[config.mk]
export PLATFORM = sky130hd
export DESIGN_NAME = button_debounce
export DESIGN_NICKNAME = d
export VERILOG_FILES = /design/src/rtl/button_pkg.sv /design/src/rtl/sync_2ff.sv /design/src/rtl/button_debounce.sv
export SDC_FILE = /design/constraint.sdc
export NUM_CORES = 1
export LEC_CHECK = 0
export ABC_AREA = 0
export BUFFER_PORTS_ARGS = -buffer_cell sky130_fd_sc_hd__buf_4
export CORE_MARGIN = 4
export CORE_UTILIZATION = 30
export CTS_BUF_LIST = sky130_fd_sc_hd__clkbuf_4 sky130_fd_sc_hd__clkbuf_8 sky130_fd_sc_hd__clkbuf_16
export CTS_CLUSTER_DIAMETER = 120
export DETAILED_ROUTE_END_ITERATION = 7
export GPL_TIMING_DRIVEN = 0
export PLACE_DENSITY_LB_ADDON = 0.3
export SLEW_MARGIN = 5
export SYNTH_ARGS = -nofsm -noshare
export SYNTH_HDL_FRONTEND = slang
export SYNTH_SLANG_ARGS = --single-unit
[constraint.sdc]
create_clock -name i_clk -period 2.11 [get_ports i_clk]
set_input_delay 0.1055 -clock i_clk [delete_from_list [all_inputs] [get_ports i_clk]]
set_output_delay 0.1055 -clock i_clk [all_outputs]
set_load 0.01 [all_outputs]
[src/rtl/button_pkg.sv]
// Shared constants and state type for the push-button conditioning path.
package button_pkg;

    localparam int unsigned CLK_HZ                = 25_000_000;
    localparam int unsigned DEBOUNCE_CYCLES_DEF   = 250_000;      // 10 ms at CLK_HZ
    localparam int unsigned LONG_PRESS_CYCLES_DEF = 25_000_000;   // 1 s at CLK_HZ

    typedef enum logic [1:0] {
        ST_LOW       = 2'd0,
        ST_PEND_HIGH = 2'd1,
        ST_HIGH      = 2'd2,
        ST_PEND_LOW  = 2'd3
    } debounce_state_t;

endpackage

[src/rtl/sync_2ff.sv]
// Two-flop synchroniser for asynchronous single-bit inputs into i_clk.
module sync_2ff (
    input  logic i_clk,
    input  logic i_rst_n,
    input  logic i_d,
    output logic o_q
);

    logic meta_q;

    always_ff @(posedge i_clk or negedge i_rst_n) begin
        if (!i_rst_n) begin
            meta_q <= 1'b0;
            o_q    <= 1'b0;
        end else begin
            meta_q <= i_d;
            o_q    <= meta_q;
        end
    end

endmodule

[src/rtl/button_debounce.sv]
// Push-button synchroniser + debouncer producing a clean level and press/release pulses.
// Optional long-press pulse enabled by defining BUTTON_DEBOUNCE_LONG_PRESS_EN.
module button_debounce #(
    parameter int unsigned DEBOUNCE_CYCLES   = button_pkg::DEBOUNCE_CYCLES_DEF,
    parameter int unsigned LONG_PRESS_CYCLES = button_pkg::LONG_PRESS_CYCLES_DEF
) (
    input  logic i_clk,
    input  logic i_rst_n,
    input  logic i_sw,
    output logic o_sw_level,
    output logic o_press_pulse,
    output logic o_release_pulse,
    output logic o_long_press
);

    import button_pkg::*;

    localparam int unsigned      CNT_W    = $clog2(DEBOUNCE_CYCLES);
    localparam logic [CNT_W-1:0] CNT_LAST = CNT_W'(DEBOUNCE_CYCLES - 1);

    if (DEBOUNCE_CYCLES < 2 || DEBOUNCE_CYCLES > 32'h00FF_FFFF) begin : g_bad_debounce
        $error("button_debounce: DEBOUNCE_CYCLES out of range");
    end
    if (LONG_PRESS_CYCLES < 2) begin : g_bad_long_press
        $error("button_debounce: LONG_PRESS_CYCLES must be at least 2");
    end

    logic             sync_q;
    debounce_state_t  state;
    logic [CNT_W-1:0] cnt;

    sync_2ff u_sync (
        .i_clk   (i_clk),
        .i_rst_n (i_rst_n),
        .i_d     (i_sw),
        .o_q     (sync_q)
    );

    // A pending state accepts the new level only after DEBOUNCE_CYCLES+1 consecutive samples.
    always_ff @(posedge i_clk or negedge i_rst_n) begin
        if (!i_rst_n) begin
            state           <= ST_LOW;
            cnt             <= '0;
            o_sw_level      <= 1'b0;
            o_press_pulse   <= 1'b0;
            o_release_pulse <= 1'b0;
        end else begin
            o_press_pulse   <= 1'b0;
            o_release_pulse <= 1'b0;
            case (state)
                ST_LOW: begin
                    if (sync_q) begin
                        state <= ST_PEND_HIGH;
                        cnt   <= '0;
                    end
                end
                ST_PEND_HIGH: begin
                    if (!sync_q) begin
                        state <= ST_LOW;
                    end else if (cnt == CNT_LAST) begin
                        state         <= ST_HIGH;
                        o_sw_level    <= 1'b1;
                        o_press_pulse <= 1'b1;
                    end else begin
                        cnt <= cnt + 1'b1;
                    end
                end
                ST_HIGH: begin
                    if (!sync_q) begin
                        state <= ST_PEND_LOW;
                        cnt   <= '0;
                    end
                end
                ST_PEND_LOW: begin
                    if (sync_q) begin
                        state <= ST_HIGH;
                    end else if (cnt == CNT_LAST) begin
                        state           <= ST_LOW;
                        o_sw_level      <= 1'b0;
                        o_release_pulse <= 1'b1;
                    end else begin
                        cnt <= cnt + 1'b1;
                    end
                end
                default: state <= ST_LOW;
            endcase
        end
    end

`ifdef BUTTON_DEBOUNCE_LONG_PRESS_EN
    localparam int unsigned     LP_W    = $clog2(LONG_PRESS_CYCLES);
    localparam logic [LP_W-1:0] LP_LAST = LP_W'(LONG_PRESS_CYCLES - 1);

    logic [LP_W-1:0] lp_cnt;
    logic            lp_done;
    logic            press_accept;

    always_comb begin
        press_accept = (state == ST_PEND_HIGH) && sync_q && (cnt == CNT_LAST);
    end

    // Hold time keeps accumulating through a rejected release bounce; lp_done limits to one pulse per hold.
    always_ff @(posedge i_clk or negedge i_rst_n) begin
        if (!i_rst_n) begin
            lp_cnt       <= '0;
            lp_done      <= 1'b0;
            o_long_press <= 1'b0;
        end else begin
            o_long_press <= 1'b0;
            if (press_accept) begin
                lp_cnt  <= '0;
                lp_done <= 1'b0;
            end else if ((state == ST_HIGH || state == ST_PEND_LOW) && !lp_done) begin
                if (lp_cnt == LP_LAST) begin
                    o_long_press <= 1'b1;
                    lp_done      <= 1'b1;
                end else begin
                    lp_cnt <= lp_cnt + 1'b1;
                end
            end
        end
    end
`else
    assign o_long_press = 1'b0;
`endif

endmodule
# Word-level counts from Yosys, hierarchy flattened
# Index checks and enable logic that the tools add are counted.
# totals
regBits	25
output_inout_bits	4
latchBits	0
in_bits	3
ramBits	0
romBits	0
n_memories	0
word_cells	48
# op_classes
n_div	0
bitwise_logic	0
addsub	1
magnitude_cmp	0
n_mul	0
n_eq_ne	12
reduce_logical	5
shift	0
muxes	23
# ops
operator	count
$mux 18	5
$pmux 18 s4	1
$add 18x1->18 const B	1
$eq 18x18->1 const B	1
$mux 2	6
$mux 1	9
$ne 2x2->1 const B	4
$pmux 2 s4	1
$reduce_and 4->1	2
$reduce_and 5->1	1
$eq 2x2->1 const B	2
$ne 2x1->1 const B	2
$ne 3x2->1 const B	1
$ne 3x3->1 const B	1
$eq 2x1->1 const B	1
$logic_not 2->1	1
$pmux 1 s2	1
$reduce_bool 2->1	1

# Longest topological paths before layout
# depth
depth_word	4
ltp_mapped	6
mapped_depth_nobuf	5

# Hierarchy
# From an unflattened synthesis, not the netlist that was laid out.
# hier_totals
hier_cells	152
hier_area_um2	1463.9
# by_module_without_submodules
module	area_each_um2	seq_area_each_um2	n_inst	cells_each
button_debounce	1413.9	575.6	1	150
sync_2ff	50.0	50.0	1	2

# Worst setup path before layout
# No wires, ideal clock.
# synth_timing
path_kind	reg2reg
startpoint	register cnt[0]
endpoint	register cnt[0]
setup_ns	0.125
arrival_ns	1.824
n_path_buf	1
slack_ns	0.162
path_stages_with_launch	7
required_ns	1.985
cell_sequence	dfrtp_1 > ha_1 > nand2_1 > nor4_1 > a21o_1 > buf_2 > mux2_2
# synth_via
elab_chain_cells	4
word_cells_on_any_way	6
cone_classes	add/sub: 1; eq/ne: 1; mux: 4
# synth_rtl
element	line	text
start: declaration	button_debounce.sv:30	logic [CNT_W-1:0] cnt;
start signal: assignment	button_debounce.sv:65	cnt <= cnt + 1'b1;
start signal: assignment	button_debounce.sv:82	cnt <= cnt + 1'b1;
$add 18x1->18 or $eq 18x18->1 (tied branches)	n/a	
$mux 18 *	button_debounce.sv:60, button_debounce.sv:77	
$mux 18 (on tied branches)	button_debounce.sv:75, button_debounce.sv:58	
$pmux 18 s4 *	button_debounce.sv:50	case (state)
# Every way passes the cells marked *; elsewhere a longest branch is shown, timed or not. The select of a mux whose other input is x is not followed.
# A chain may end at the register's enable or synchronous reset.

# Worst setup path in the final report
# layout_timing
startpoint	register u_sync.o_q
endpoint	register cnt[0]
# layout_via
elab_chain_cells	2
word_cells_on_any_way	5
cone_classes	eq/ne: 4; reduce/logical: 1
# layout_rtl
element	line	text
start: declaration	sync_2ff.sv:6	output logic o_q
start signal: assignment	sync_2ff.sv:17	o_q <= meta_q;
$ne 2x1->1 (no line) or $ne 2x2->1 (tied branches)	n/a	
$reduce_and 4->1 (no line) *	n/a	
# Every way passes the cells marked *; elsewhere a longest branch is shown, timed or not.

==> impl_results.html <==
<table>
<tr><th>Metric</th><th>Value</th></tr>
<tr><th colspan="2">Status</th></tr>
<tr><td>Status</td><td>finished clean</td></tr>
<tr><th colspan="2">Setup path</th></tr>
<tr><td>Worst reg2reg path depth</td><td>5</td></tr>
<tr><td>Worst Setup Path Type</td><td>register to register</td></tr>
<tr><td>Worst R2R Start</td><td>u_sync.o_q$_DFF_PN0_</td></tr>
<tr><td>CP Max Fanout</td><td>8</td></tr>
<tr><td>Capturing element type of the critical path</td><td>register</td></tr>
<tr><td>Source of the critical timing path</td><td>u_sync.o_q$_DFF_PN0_</td></tr>
<tr><td>Crit path DAT</td><td>between 2 and 2.5 ns</td></tr>
<tr><td>Slack of the worst reg-to-reg path</td><td>around 0.14 ns</td></tr>
<tr><td>Required arrival time at the worst endpoint</td><td>approximately 2.3 ns</td></tr>
<tr><td>Critical Path Source Type</td><td>register</td></tr>
<tr><td>Worst reg2reg endpoint</td><td>cnt[0]$_DFFE_PN0P_</td></tr>
<tr><th colspan="2">Place</th></tr>
<tr><td>Count of port buffers added during placement</td><td>5</td></tr>
<tr><td>Instance area at placement</td><td>1460 µm²</td></tr>
<tr><td>Final estimated routing congestion in global placement</td><td>~0.83</td></tr>
<tr><td>Worst slack, placed</td><td>-0.184 ns</td></tr>
<tr><td>HPWL after DPL</td><td>2100 µm</td></tr>
<tr><th colspan="2">Floorplan</th></tr>
<tr><td>Core area</td><td>4350 µm²</td></tr>
<tr><td># rows</td><td>24</td></tr>
<tr><td>Overall die area</td><td>5650 µm²</td></tr>
<tr><td>Chip Width</td><td>roughly 75 µm</td></tr>
<tr><td>Die span in y</td><td>roughly 75 µm</td></tr>
<tr><td>Starting utilization of the core area</td><td>31.1%</td></tr>
<tr><td>Num ports</td><td>7</td></tr>
<tr><th colspan="2">CTS</th></tr>
<tr><td>Clock slew at the register clock pins of the worst setup and hold paths</td><td>roughly 0.090 ns</td></tr>
<tr><td>TritonCTS clock tree</td><td>yes</td></tr>
<tr><td>Sink Count</td><td>25</td></tr>
<tr><td>Root cell of the clock tree</td><td>sky130_fd_sc_hd__clkbuf_8</td></tr>
<tr><td>Maximum level of the CTS H-tree</td><td>1</td></tr>
<tr><td>Latest clock arrival within the worst-skew pair</td><td>roughly 0.27 ns</td></tr>
<tr><td>Deepest clock path buffer count</td><td>2</td></tr>
<tr><td>Total CTS buffers</td><td>3</td></tr>
<tr><td>Setup fix buffers added after clock tree synthesis</td><td>0</td></tr>
<tr><th colspan="2">Final layout</th></tr>
<tr><td>Share of layout cells above drive strength 1</td><td>between 10% and 20%</td></tr>
<tr><td>Final instance area</td><td>1560 µm²</td></tr>
<tr><td>Combined flip-flop and latch cell area</td><td>~630 µm²</td></tr>
<tr><td>Area added between synthesis and finish</td><td>15.0%</td></tr>
<tr><td>Net count, final</td><td>161</td></tr>
<tr><td>Number of fillers in the final layout</td><td>427</td></tr>
<tr><td>Multi-input gate area</td><td>approximately 700 µm²</td></tr>
<tr><td>Final core utilization</td><td>35.7%</td></tr>
<tr><td>Number of diodes added for antenna fixing</td><td>0</td></tr>
<tr><th colspan="2">Global routing</th></tr>
<tr><td>Number of antenna violations at the first check in global routing</td><td>0</td></tr>
<tr><td>Maximum number of pins on one net before global-route repair</td><td>26</td></tr>
<tr><td>Total Routing Usage GR</td><td>between 10% and 20%</td></tr>
<tr><td>Global-route wire length before repair</td><td>roughly 5300 µm</td></tr>
<tr><td>Grt total ovfl</td><td>0</td></tr>
<tr><td>Vias in the first global route</td><td>1149</td></tr>
<tr><th colspan="2">Synthesis</th></tr>
<tr><td>Yosys top cell area share</td><td>between 40% and 50%</td></tr>
<tr><td>Yosys warns</td><td>0</td></tr>
<tr><td>Fraction of registers with async set or reset after synthesis</td><td>100%</td></tr>
<tr><td>Number of synthesized flops with an enable pin</td><td>0</td></tr>
<tr><td>Dominant register cell in the synthesized netlist</td><td>sky130_fd_sc_hd__dfrtp_1</td></tr>
<tr><td>Register bit total from synthesis</td><td>25</td></tr>
<tr><td>Post-Syn Instances</td><td>about 150</td></tr>
<tr><td>Post-synth net total</td><td>between 100 and 150</td></tr>
<tr><td>Post-synthesis cell type with the largest combined area</td><td>sky130_fd_sc_hd__dfrtp_1</td></tr>
<tr><td>Number of unique standard cell types used by synthesis</td><td>39</td></tr>
<tr><td>Simple logic cell fraction of the synthesized area</td><td>25.7%</td></tr>
<tr><td>Synthesized-area fraction occupied by ao, oa, aoi and oai cells</td><td>about 17%</td></tr>
<tr><td>Area contributors post-synth</td><td>sky130_fd_sc_hd__dfrtp_1, sky130_fd_sc_hd__o21ai_0, sky130_fd_sc_hd__nand2_1, sky130_fd_sc_hd__a21oi_1, sky130_fd_sc_hd__nand3_1</td></tr>
<tr><td>Synthesized-area fraction occupied by adder cells</td><td>0.924%</td></tr>
<tr><td>Avg Cell Area, Syn</td><td>9.34 µm²</td></tr>
<tr><td>Share of synthesized area spent on multiplexers</td><td>3.79%</td></tr>
<tr><td>Top cell types by occurrence after synthesis</td><td>sky130_fd_sc_hd__dfrtp_1, sky130_fd_sc_hd__nand2_1, sky130_fd_sc_hd__o21ai_0</td></tr>
<tr><td>Cell area after synthesis</td><td>between 1000 and 1500 µm²</td></tr>
<tr><td>Combinational family with the most area after synthesis</td><td>simple AND/OR/NAND/NOR gates</td></tr>
<tr><td>XOR/XNOR Fraction of Synth Area</td><td>1.85%</td></tr>
<tr><td>Most common cell in the synthesized netlist</td><td>sky130_fd_sc_hd__dfrtp_1</td></tr>
<tr><td>Seq/Total Area, Yosys</td><td>around 46%</td></tr>
<tr><th colspan="2">Power</th></tr>
<tr><td>Pwr/cell area</td><td>roughly 610 nW/µm²</td></tr>
<tr><td>Leak Pwr</td><td>approximately 0.63 nW</td></tr>
<tr><td>Maximum vdd drop</td><td>a little under 400 µV</td></tr>
<tr><td>Post-route total power</td><td>approximately 0.00095 W</td></tr>
<tr><th colspan="2">STA</th></tr>
<tr><td>Period Utilization, post-route</td><td>between 90% and 100%</td></tr>
<tr><td>Setup repair after global routing missed its margin</td><td>false</td></tr>
<tr><td>Number of endpoints failing setup at the final stage</td><td>0</td></tr>
<tr><td>Worst slew slack as a fraction of its limit</td><td>53.0%</td></tr>
<tr><td>Fin crit period</td><td>between 1.5 and 2 ns</td></tr>
<tr><td>Slew @ Worst Pin</td><td>between 0.6 and 0.7 ns</td></tr>
<tr><td>Peak Freq</td><td>about 0.51 GHz</td></tr>
<tr><td>Max-slew violation count</td><td>0</td></tr>
<tr><td>Setup ws final</td><td>0.144 ns</td></tr>
<tr><td>Worst Clk Skew</td><td>0.00451 ns</td></tr>
<tr><td>Fin. Hold Viols</td><td>0</td></tr>
<tr><th colspan="2">Drt</th></tr>
<tr><td>Via count of the routed design</td><td>between 1000 and 1500</td></tr>
<tr><td>Number of violations reported at the end of detailed-routing iteration 0</td><td>38</td></tr>
<tr><td>Average detailed-routed wire length per instance</td><td>roughly 15 µm</td></tr>
<tr><td>Met3 layer wire length in the routed design</td><td>between 100 and 150 µm</td></tr>
<tr><td>Count of antenna-violating nets left after detailed routing</td><td>0</td></tr>
<tr><td>DRT Pass-1 Iters</td><td>4</td></tr>
<tr><td>Drt drc</td><td>0</td></tr>
<tr><td>Via/cell ratio</td><td>about 5.5</td></tr>
<tr><td>Top layer reached by signal wires</td><td>met4</td></tr>
<tr><td>Routed length on met1</td><td>around 1400 µm</td></tr>
<tr><td>Met2 wire length</td><td>about 1400 µm</td></tr>
<tr><td>Total length of routed wires</td><td>3040 µm</td></tr>
<tr><th colspan="2">Worst hold path</th></tr>
<tr><td>Class of the tightest hold or removal check</td><td>input port to asynchronous set/reset pin</td></tr>
<tr><th colspan="2">Job</th></tr>
<tr><td>Maximum Capacitance Violations</td><td>0</td></tr>
</table>
-- routing by layer --
metal  global-route usage [%]  up-vias
li1                         -      559
met1                     16.0      562
met2                     20.1       19
met3                     3.20        5
met4                     4.47        0
met5                        0        -
-- cell families after synthesis --
kind of cell	count (synthesis)
and+or+nand+nor	61
other	1
xor gates and xnor gates	2
muxes	5
AOI/OAI and AO/OA	37
DFF	25
buffers and inverters	13
adders and majority gates	1
-- cells in the final DEF, fill, tap and decap left out, types with 4 or more instances in the layout --
cell	n
sky130_fd_sc_hd__a22o_1	5
sky130_fd_sc_hd__a21oi_1	9
sky130_fd_sc_hd__inv_1	6
sky130_fd_sc_hd__or3_1	6
sky130_fd_sc_hd__nand2_1	14
sky130_fd_sc_hd__dfrtp_1	25
sky130_fd_sc_hd__mux2i_1	4
sky130_fd_sc_hd__nand3_1	9
sky130_fd_sc_hd__nand4_1	5
sky130_fd_sc_hd__buf_4	6
sky130_fd_sc_hd__o31ai_1	4
sky130_fd_sc_hd__o21ai_0	13
-- worst max-delay path, cell delays in order (launching register included) --
cell and delay [ns]:
sky130_fd_sc_hd__dfrtp_1 0.36, sky130_fd_sc_hd__clkbuf_2 0.18, sky130_fd_sc_hd__xnor2_1 0.59, sky130_fd_sc_hd__a21o_1 0.14, sky130_fd_sc_hd__buf_2 0.22, sky130_fd_sc_hd__mux2_2 0.36
-- stage by stage --
| stage | std cells | hold WS, ns | setup TNS [ns] |
|---|---|---|---|
| 3_3_place_gp | 202 | 0.0240 | -0.155 |
| 6_report | 208 | 0.263 | 0 |
| 5_1_grt | 208 | 0.311 | 0 |
| 3_5_place_dp | 202 | 0.0349 | -0.184 |
| 4_1_cts | 208 | 0.266 | 0 |
| 2_1_floorplan | 145 | -0.190 | 0 |
-- layout make-up --
cell class	count	area share [%]
multi-input combinational	107	45.2
sequential	25	40.2
tap	52	4.18
timing repair buffer	7	3.70
clock buffer	4	3.14
buffer	7	2.17
inverter	6	1.45
-- power by group --
part / switching (W) / internal (W) / total [W]
logic: 0.0000693 / 0.0000512 / 0.000120
registers: 0.0000246 / 0.000502 / 0.000527
clock network: 0.000153 / 0.000148 / 0.000301
-- registers in the layout, summed over array words and instances, names as in the netlist, named ones only --
signal           flops
cnt                 18
o_press_pulse        1
o_sw_level           1
o_release_pulse      1
u_sync.o_q           1
u_sync.meta_q        1
state                1
-- what timing repair did --
action | 4_1_cts | 5_1_grt
endpoints found under the setup margin | 3 | 2
hold buffers | 2 | 0
hold endpoints to repair | 26 | 0
pin swaps | 0 | 1
resized for setup | 3 | 2
-- how the worst max path moves through the flow --
stage                    endpoint  slack [ns]  cells past startpoint
3_3_place_gp   cnt[0]$_DFFE_PN0P_       -0.16                      6
3_5_place_dp   cnt[0]$_DFFE_PN0P_       -0.18                      6
5_1_grt        cnt[0]$_DFFE_PN0P_        0.05                      6
6_report       cnt[0]$_DFFE_PN0P_        0.14                      5
2_1_floorplan  cnt[0]$_DFFE_PN0P_        0.16                      6
4_1_cts        cnt[0]$_DFFE_PN0P_        0.08                      6
No activity file was read; power rests on OpenSTA's default activity.
